## src/rtl/sdram_read_arbiter.sv

```systemverilog
// N-channel round-robin burst-read arbiter onto a single SDRAM Avalon-MM read port.
// Optional performance counters are built when SDRAM_RD_ARB_PERF_EN is defined.
module sdram_read_arbiter #(
  parameter int N_CH         = 4,
  parameter int SDRAM_DATA_W = 128,
  parameter int SDRAM_ADDR_W = 32,
  parameter int BURST_W      = 11,
  parameter int MAX_OUTST    = 8
) (
  input  logic                           clk,
  input  logic                           rst_n,
  input  logic [N_CH-1:0]                ch_read,
  input  logic [N_CH*SDRAM_ADDR_W-1:0]   ch_address,
  input  logic [N_CH*BURST_W-1:0]        ch_burstcount,
  output logic [N_CH-1:0]                ch_waitrequest,
  output logic [SDRAM_DATA_W-1:0]        ch_readdata,
  output logic [N_CH-1:0]                ch_readdatavalid,
  output logic                           m_read,
  output logic [SDRAM_ADDR_W-1:0]        m_address,
  output logic [BURST_W-1:0]             m_burstcount,
  input  logic                           m_waitrequest,
  input  logic [SDRAM_DATA_W-1:0]        m_readdata,
  input  logic                           m_readdatavalid,
  output logic                           err_unexpected
`ifdef SDRAM_RD_ARB_PERF_EN
  ,
  input  logic                           perf_clr,
  output logic [31:0]                    perf_stall,
  output logic [N_CH*32-1:0]             perf_beats
`endif
);

  localparam int CH_W  = (N_CH > 1) ? $clog2(N_CH) : 1;
  localparam int PTR_W = (MAX_OUTST > 1) ? $clog2(MAX_OUTST) : 1;
  localparam int CNT_W = PTR_W + 1;

  logic [SDRAM_ADDR_W-1:0] addr_arr [N_CH];
  logic [BURST_W-1:0]      bc_arr   [N_CH];

  logic [CH_W-1:0]  rr_ptr;
  logic [CH_W-1:0]  scan;
  logic [CH_W-1:0]  grant_ch;
  logic             found;
  logic             grant_valid;
  logic             cmd_free;
  logic             credit_ok;
  logic [CNT_W:0]   occupied;
  logic [CH_W-1:0]  m_ch;

  logic [CH_W-1:0]    tag_ch [MAX_OUTST];
  logic [BURST_W-1:0] tag_bc [MAX_OUTST];
  logic [PTR_W-1:0]   wr_ptr;
  logic [PTR_W-1:0]   rd_ptr;
  logic [CNT_W-1:0]   tag_count;
  logic [BURST_W-1:0] beats_done;
  logic               push;
  logic               pop;
  logic               fifo_empty;
  logic               beat_ok;
  logic [CH_W-1:0]    head_ch;
  logic [BURST_W-1:0] head_bc;

  genvar gi;
  generate
    for (gi = 0; gi < N_CH; gi++) begin : g_unpack
      assign addr_arr[gi] = ch_address[gi*SDRAM_ADDR_W +: SDRAM_ADDR_W];
      assign bc_arr[gi]   = ch_burstcount[gi*BURST_W +: BURST_W];
    end
  endgenerate

  // A command already sitting in the register counts against the in-flight limit.
  assign cmd_free  = !m_read || !m_waitrequest;
  assign occupied  = {1'b0, tag_count} + {{CNT_W{1'b0}}, m_read};
  assign credit_ok = occupied < (CNT_W+1)'(MAX_OUTST);

  // Round-robin scan starting just after the most recent grant.
  always_comb begin
    found    = 1'b0;
    grant_ch = '0;
    scan     = '0;
    for (int k = 0; k < N_CH; k++) begin
      scan = CH_W'((int'(rr_ptr) + k) % N_CH);
      if (!found && ch_read[scan]) begin
        found    = 1'b1;
        grant_ch = scan;
      end
    end
    grant_valid = found && cmd_free && credit_ok && rst_n;
  end

  always_comb begin
    ch_waitrequest = '1;
    if (grant_valid) ch_waitrequest[grant_ch] = 1'b0;
  end

  // Zero-length requests are acknowledged but never reach the SDRAM.
  always_ff @(posedge clk or negedge rst_n) begin
    if (!rst_n) begin
      m_read       <= 1'b0;
      m_address    <= '0;
      m_burstcount <= '0;
      m_ch         <= '0;
      rr_ptr       <= '0;
    end else begin
      if (grant_valid) begin
        rr_ptr <= (grant_ch == CH_W'(N_CH-1)) ? '0 : grant_ch + 1'b1;
        if (bc_arr[grant_ch] != '0) begin
          m_read       <= 1'b1;
          m_address    <= addr_arr[grant_ch];
          m_burstcount <= bc_arr[grant_ch];
          m_ch         <= grant_ch;
        end else begin
          m_read <= 1'b0;
        end
      end else if (cmd_free) begin
        m_read <= 1'b0;
      end
    end
  end

  assign push       = m_read && !m_waitrequest;
  assign fifo_empty = (tag_count == '0);
  assign head_ch    = tag_ch[rd_ptr];
  assign head_bc    = tag_bc[rd_ptr];
  assign beat_ok    = m_readdatavalid && !fifo_empty;
  assign pop        = beat_ok && (beats_done == head_bc - 1'b1);

  always_ff @(posedge clk) begin
    if (push) begin
      tag_ch[wr_ptr] <= m_ch;
      tag_bc[wr_ptr] <= m_burstcount;
    end
  end

  // Tag FIFO bookkeeping; beats_done counts beats of the head burst seen so far.
  always_ff @(posedge clk or negedge rst_n) begin
    if (!rst_n) begin
      wr_ptr     <= '0;
      rd_ptr     <= '0;
      tag_count  <= '0;
      beats_done <= '0;
    end else begin
      if (push) wr_ptr <= wr_ptr + 1'b1;
      if (pop) begin
        rd_ptr     <= rd_ptr + 1'b1;
        beats_done <= '0;
      end else if (beat_ok) begin
        beats_done <= beats_done + 1'b1;
      end
      case ({push, pop})
        2'b10:   tag_count <= tag_count + 1'b1;
        2'b01:   tag_count <= tag_count - 1'b1;
        default: tag_count <= tag_count;
      endcase
    end
  end

  always_ff @(posedge clk or negedge rst_n) begin
    if (!rst_n)                                err_unexpected <= 1'b0;
    else if (m_readdatavalid && fifo_empty)    err_unexpected <= 1'b1;
  end

  assign ch_readdata = m_readdata;

  always_comb begin
    ch_readdatavalid = '0;
    if (beat_ok) ch_readdatavalid[head_ch] = 1'b1;
  end

`ifdef SDRAM_RD_ARB_PERF_EN
  logic [31:0] beat_cnt [N_CH];

  always_ff @(posedge clk or negedge rst_n) begin
    if (!rst_n)                                               perf_stall <= '0;
    else if (perf_clr)                                        perf_stall <= '0;
    else if (m_read && m_waitrequest && (perf_stall != '1))   perf_stall <= perf_stall + 1'b1;
  end

  generate
    for (gi = 0; gi < N_CH; gi++) begin : g_perf
      always_ff @(posedge clk or negedge rst_n) begin
        if (!rst_n)                                          beat_cnt[gi] <= '0;
        else if (perf_clr)                                   beat_cnt[gi] <= '0;
        else if (ch_readdatavalid[gi] && (beat_cnt[gi] != '1)) beat_cnt[gi] <= beat_cnt[gi] + 1'b1;
      end
      assign perf_beats[gi*32 +: 32] = beat_cnt[gi];
    end
  endgenerate
`endif

endmodule

```

## config.mk

```make
export PLATFORM = sky130hd
export DESIGN_NAME = sdram_read_arbiter
export DESIGN_NICKNAME = d
export VERILOG_FILES = /design/src/rtl/sdram_read_arbiter.sv
export SDC_FILE = /design/constraint.sdc
export NUM_CORES = 1
export LEC_CHECK = 0
export BUFFER_PORTS_ARGS = -buffer_cell sky130_fd_sc_hd__buf_2
export CAP_MARGIN = 20
export CORE_AREA = 2 2 190 192
export DETAILED_ROUTE_END_ITERATION = 10
export DIE_AREA = 0 0 192 194
export SYNTH_ARGS = -nofsm -noshare
export SYNTH_HDL_FRONTEND = slang
export SYNTH_SLANG_ARGS = --single-unit
```

## constraint.sdc

```tcl
create_clock -name clk -period 8 [get_ports clk]
set_input_delay 0.8 -clock clk [delete_from_list [all_inputs] [get_ports clk]]
set_output_delay 0.8 -clock clk [all_outputs]
set_load 0.1 [all_outputs]
```

**Word-level counts from Yosys, hierarchy flattened**

Memory sizes are Yosys's and may differ from the RTL's.
Index checks and enable logic that the tools add are counted.

- Memory bits (writable): 104
- Bits in registers: 70
- Latch bits: 0
- Memories kept: 2
- Input bits: 308
- Memory bits (read-only): 0

- Equal/unequal tests: 4
- $add $sub $neg: 11
- Shifts and indexed selects: 0
- Divide/modulo/power cells: 0
- Multiplexer cells: 37
- Reductions and logical operators: 25
- Multiply operators: 0
- $lt $le $gt $ge: 10
- Bitwise logic cells: 2

Memories:

| memory | depth | bits a word | read ports | clocked after Yosys merged registers in | write ports | line | text |
|---|---|---|---|---|---|---|---|
| tag_bc | 8 | 11 | 1 | 0 | 1 | 51 | `logic [BURST_W-1:0] tag_bc [MAX_OUTST];` |
| tag_ch | 8 | 2 | 1 | 0 | 1 | 50 | `logic [CH_W-1:0] tag_ch [MAX_OUTST];` |

Operators with widths:

| cell | number |
|---|---|
| 32-bit binary-select mux with 2-bit select | 1 |
| 32-bit two-way mux | 2 |
| 11-bit two-way mux | 4 |
| 11-bit binary-select mux with 2-bit select | 1 |
| 2-bit by 3-bit < comparator with 1-bit output (second input constant) | 6 |
| 1-bit two-way mux | 15 |
| 1-bit logical AND | 12 |
| 11-bit by 1-bit adder with 11-bit output (second input constant) | 1 |
| 11-bit == test | 1 |
| 11-bit nonzero test | 1 |
| 11-bit by 1-bit subtractor with 11-bit output (second input constant) | 1 |
| 2-bit two-way mux | 5 |
| 1-bit binary-select mux with 2-bit select | 4 |
| 4-bit two-way mux | 2 |
| 4-bit one-hot mux with 2 select lines | 1 |
| 3-bit by 1-bit adder with 3-bit output (second input constant) | 2 |
| 1-bit logical NOT | 6 |
| 2-bit nonzero test | 3 |
| 4-bit by 1-bit adder with 5-bit output | 1 |
| 5-bit by 4-bit < comparator with 1-bit output (second input constant) | 1 |
| 2-bit by 1-bit adder with 2-bit output (second input constant) | 2 |
| 2-bit adder (second input constant) | 2 |
| 4-bit by 1-bit adder with 4-bit output (second input constant) | 1 |
| 1-bit demux with 2-bit select | 2 |
| other kinds (10) | 12 |

**Depth between registers and ports, before layout**

- Word-level depth: 19
- Gate-level depth with buffers: 19
- Gate-level depth less buffers: 16

**Worst setup path before layout**

No wires, ideal clock.

- Kind: register to output
- Start: register rd_ptr[0]
- End: output ch_readdatavalid[3]
- Arrival time: 3.409 ns
- Cell stages (with the launch flop): 6
- Setup slack: 3.791 ns
- Path buffers: 2
- Path through: dfrtp_1 > buf_4 > buf_2 > mux4_2 > mux2i_1 > nor3_1

- Cells in the longest elaborated chain, start to end: 6
- Elaborated cells between the ends (all ways): 7

RTL lines:

| what | line | text |
|---|---|---|
| start, declared | 53 | `logic [PTR_W-1:0] rd_ptr;` |
| start signal, assigned | 145 | `rd_ptr <= rd_ptr + 1'b1;` |
| memory read 8 x 2 bit * | - |  |
| 2-bit by 3-bit < comparator with 1-bit output (not written as such) or 2-bit by 1-bit greater-or-equal comparator with 1-bit output (tied branches) | 167 | `if (beat_ok) ch_readdatavalid[head_ch] = 1'b1;` |
| 1-bit logical AND (not written as such) | 167 |  |
| 1-bit two-way mux (not written as such) | 167 |  |
| 1-bit demux with 2-bit select * | 167 |  |
| 4-bit two-way mux * | 167 |  |
| end, declared | 17 | `output logic [N_CH-1:0] ch_readdatavalid,` |

Every way passes the cells marked *; elsewhere a longest branch is shown, timed or not.

**Worst setup path after layout**

- Start: register rd_ptr[0]
- End: register tag_count[3]

- Cells in the longest elaborated chain, start to end: 6
- Elaborated cells between the ends (all ways): 8

RTL lines:

| what | line | text |
|---|---|---|
| memory read 8 x 11 bit * | - |  |
| 11-bit by 1-bit subtractor with 11-bit output * | 126 | `assign pop = beat_ok && (beats_done == head_bc - 1'b1);` |
| 11-bit == test * | 126 |  |
| 1-bit logical AND * | 126 |  |
| 2-bit by 1-bit == test with 1-bit output or 2-bit == test (tied branches) | 150 | `case ({push, pop})` |
| 4-bit one-hot mux with 2 select lines or 2-bit nonzero test (tied branches) | - |  |
| end signal, assigned | 151 | `2'b10: tag_count <= tag_count + 1'b1;` |
| end signal, assigned | 152 | `2'b01: tag_count <= tag_count - 1'b1;` |
| end signal, assigned | 153 | `default: tag_count <= tag_count;` |
| end, declared | 54 | `logic [CNT_W-1:0] tag_count;` |

Marked as above.
A chain may end at the register's enable or synchronous reset.

==> results.cfg <==
[setup_path]
worstReg2RegStart = rd_ptr[0]
path_max_fanout = 20
cp-end-kind = register
r2r_slack_ns = 3.27
timing.setup.critical_path_class = register to register
cp_data_required_time_ns = 8.31
setup.worst_path.start_class = register
crit_path_start = rd_ptr[0]
worst_ep_arrival_time_ns = 5.04

[pwr]
sw_frac_of_total_pct = 49.2
power.share.combinational_pct = 47.0
sequentialPowerShare_pct = 33.8
p_leak_nw = 4.58
power.share.clock_pct = 19.2
peak_supply_drop_uv = 244
pwr_density_cell_nw_per_um2 = 391
power.internal_mw = 2.18
netSwitchingPower_mw = 2.12

[layout]
final_layout_size_suffix_gt1_share_pct = 38.8
layout.cells.non_filler = 1406
finish.net_count = 1251
finish.instance_area_um2 = 11000
layout-area-overhead-vs-synth_pct = 13.7

[cts]
post-cts-setup-buffer-count = 0
clock-root-buffer = sky130_fd_sc_hd__clkbuf_16
cts_hold_repair.buffers = 0
cts_resized = 0
htree_levels = 4
clock_tree.buffer_depth = 2
cts_num_sinks = 174
tritoncts.num_buffers = 17
clkLatencyLatePin_ns = 0.43
clock_transition_at_the_registers_of_the_reported_paths_ns = 0.08
cts_tree = done

[synthesis]
netlist_top_cells_area = sky130_fd_sc_hd__edfxtp_1, sky130_fd_sc_hd__dfrtp_1, sky130_fd_sc_hd__buf_4
synth_flop_cell = sky130_fd_sc_hd__edfxtp_1
synth_nets = 1152
async_reset_ff_share_pct = 40.2
synth_enable_flop_cells = 104
postSynthAreaPerCell_um2 = 11.6
postSynthRegisterBits = 174
synth_sequential_area_ratio_pct = 50.4
synth.yosys.warnings = 0
netlist-cell-type-count = 52
synth_area_leader_cell = sky130_fd_sc_hd__edfxtp_1
post_synthesis_cell_area_um2 = 9670
synth_largest_type_area_fraction_pct = 32.3
syn_inst = 832

[placed_design]
place_inst = 1372
globalplace.congestion = 0.904
dpl_worst_slack_ns = 3.11
placed_area_um2 = 10400
io_buffer_count = 232
post-dp-hpwl_um = 18600

[global_routing]
first_pass_grt_wire_length_um = 38700
grt_start_max_net_pins = 89
initial_antenna_violation_count = 1
via_count_of_the_first_global_routing_pass = 6710
gr-usage-all-layers_pct = 13.7
grt_overflow = 0

[hold_path]
hp-class = input port to async pin

[routing]
drt_drc_violations_left = 0
via_per_inst = 4.66
routed-via-count = 6548
final_antenna_net_count = 0
avgRoutedWirePerCell_um = 18.2
drt_pre_antenna_iters = 4
detail_route.wirelength_um = 25600
first_iter_violations = 330

[sta]
timing_max_transition_violations_final = 0
maxClockFrequency_ghz = 0.211
totalNegativeSetupSlack_ns = 0
min_period_ns = 4.73
layout_worst_path_cycle_share_pct = 59.2
fin_skew_ns = 0.00860
layout_setup_ws_ns = 3.27
finalHoldWorstSlack_ns = 0.206
tightest_slew_ns = 1.07
grt_setup_unrepaired = false
setup_viol = 0
timing.slew.headroom_pct = 28.8
timing.final.hold_violations = 0

[floorplan]
design.portCount = 489
start_util_pct = 27.4
chipWidth_um = 192
std_cell_rows = 69
dieHeight_um = 194
dieArea_um2 = 37200
fp.coreArea_um2 = 35200

[status]
status = completed

[job]
cap_viol_max_count = 0
routing by layer:
layer	up-vias	part of all wire (%)	track usage (%)
met2	308	47	21.5
li1	3050	-	-
met4	2	2.5	5.29
met1	3151	42	16.9
met5	-	0.30	1.59
met3	37	8.7	5.32
through the flow:
step / util [%] / power [mW]
floorplan: - / 3.32
global placement: 29.5 / 3.48
detailed placement: 29.5 / 3.50
CTS: 31.1 / 4.33
global route: 31.2 / 4.52
finish: 31.2 / 4.30
worst max-delay path: stages (launching register included):
cell and delay, ns:
sky130_fd_sc_hd__dfrtp_1 0.39, sky130_fd_sc_hd__buf_4 0.39, sky130_fd_sc_hd__mux4_2 0.56, sky130_fd_sc_hd__mux2i_1 0.36, sky130_fd_sc_hd__ha_1 0.37, sky130_fd_sc_hd__nand3_1 0.12
sky130_fd_sc_hd__xnor2_1 0.16, sky130_fd_sc_hd__nor4_1 0.19, sky130_fd_sc_hd__nand4_1 0.20, sky130_fd_sc_hd__nor3b_4 0.58, sky130_fd_sc_hd__ha_1 0.33, sky130_fd_sc_hd__ha_1 0.25
sky130_fd_sc_hd__a21o_1 0.18, sky130_fd_sc_hd__a21oi_1 0.17, sky130_fd_sc_hd__xnor2_1 0.14, sky130_fd_sc_hd__nor2_1 0.07, sky130_fd_sc_hd__xor2_1 0.14
area by class of cell:
class                      instances  area [um^2]
tap                              461          577
inverter                           8         31.3
multi-input combinational        483         3620
clock inverter                    15          159
clock buffer                      17          425
sequential                       174         4880
fill                            3647        24200
timing repair buffer             247         1300
antenna                            1         2.50
power groups by stage:
stage / Clock, mW / Combinational, mW / Sequential (mW)
final: 0.824 / 2.02 / 1.46
after floorplan: 0 / 1.08 / 2.23
after CTS: 0.842 / 2.03 / 1.46
after detailed placement: 0 / 2.03 / 1.48
after global routing: 0.881 / 2.15 / 1.49
after global placement: 0 / 2.01 / 1.47
state kept, by name (all words and copies together) (netlist names), 3 cells and up:
name,cells
beats_done,11
tag_bc,88
wr_ptr,3
m_burstcount,11
m_address,32
tag_count,4
rd_ptr,3
tag_ch,16
Yosys cell counts (18+ instances only):
master                     instances
sky130_fd_sc_hd__nor2_1           27
sky130_fd_sc_hd__and3_1           39
sky130_fd_sc_hd__a31oi_1          33
sky130_fd_sc_hd__clkbuf_1         20
sky130_fd_sc_hd__mux4_2           26
sky130_fd_sc_hd__mux2i_1          33
sky130_fd_sc_hd__buf_4           132
sky130_fd_sc_hd__nand2_1         159
sky130_fd_sc_hd__xor2_1           18
sky130_fd_sc_hd__edfxtp_1        104
sky130_fd_sc_hd__dfrtp_1          70
sky130_fd_sc_hd__mux2_2           46
path summary, 6_finish.rpt:
check | endpoint | depth (start not counted)
setup / recovery | tag_count[3] | 16
hold / removal | beats_done[5] | 1
setup reg to reg | tag_count[3] | 16
hold reg to reg | err_unexpected | 1
max in group asynchronous | rd_ptr[1] | 2
min in group clk | err_unexpected | 1
cell usage in the layout, fill, tap and decap left out, types with 15 or more instances in the layout:
cell type	instances
sky130_fd_sc_hd__nand2_1	158
sky130_fd_sc_hd__xor2_1	18
sky130_fd_sc_hd__a31oi_1	33
sky130_fd_sc_hd__mux2i_1	33
sky130_fd_sc_hd__clkbuf_16	17
sky130_fd_sc_hd__dfrtp_1	69
sky130_fd_sc_hd__mux2_2	46
sky130_fd_sc_hd__and3_1	39
sky130_fd_sc_hd__nor2_1	24
sky130_fd_sc_hd__buf_4	15
sky130_fd_sc_hd__edfxtp_1	104
sky130_fd_sc_hd__mux4_2	26
sky130_fd_sc_hd__buf_2	231
logic make-up after synthesis:
kind of cell,after synthesis,share of synthesized area (%)
compound gates,64,4.78
xor+xnor,30,2.72
fa+ha+maj,12,1.63
buf+inv,175,12.2
flops,174,50.4
mux,109,15.5
simple gates,268,12.8
Note: power is estimated with default switching activity, not from simulation.
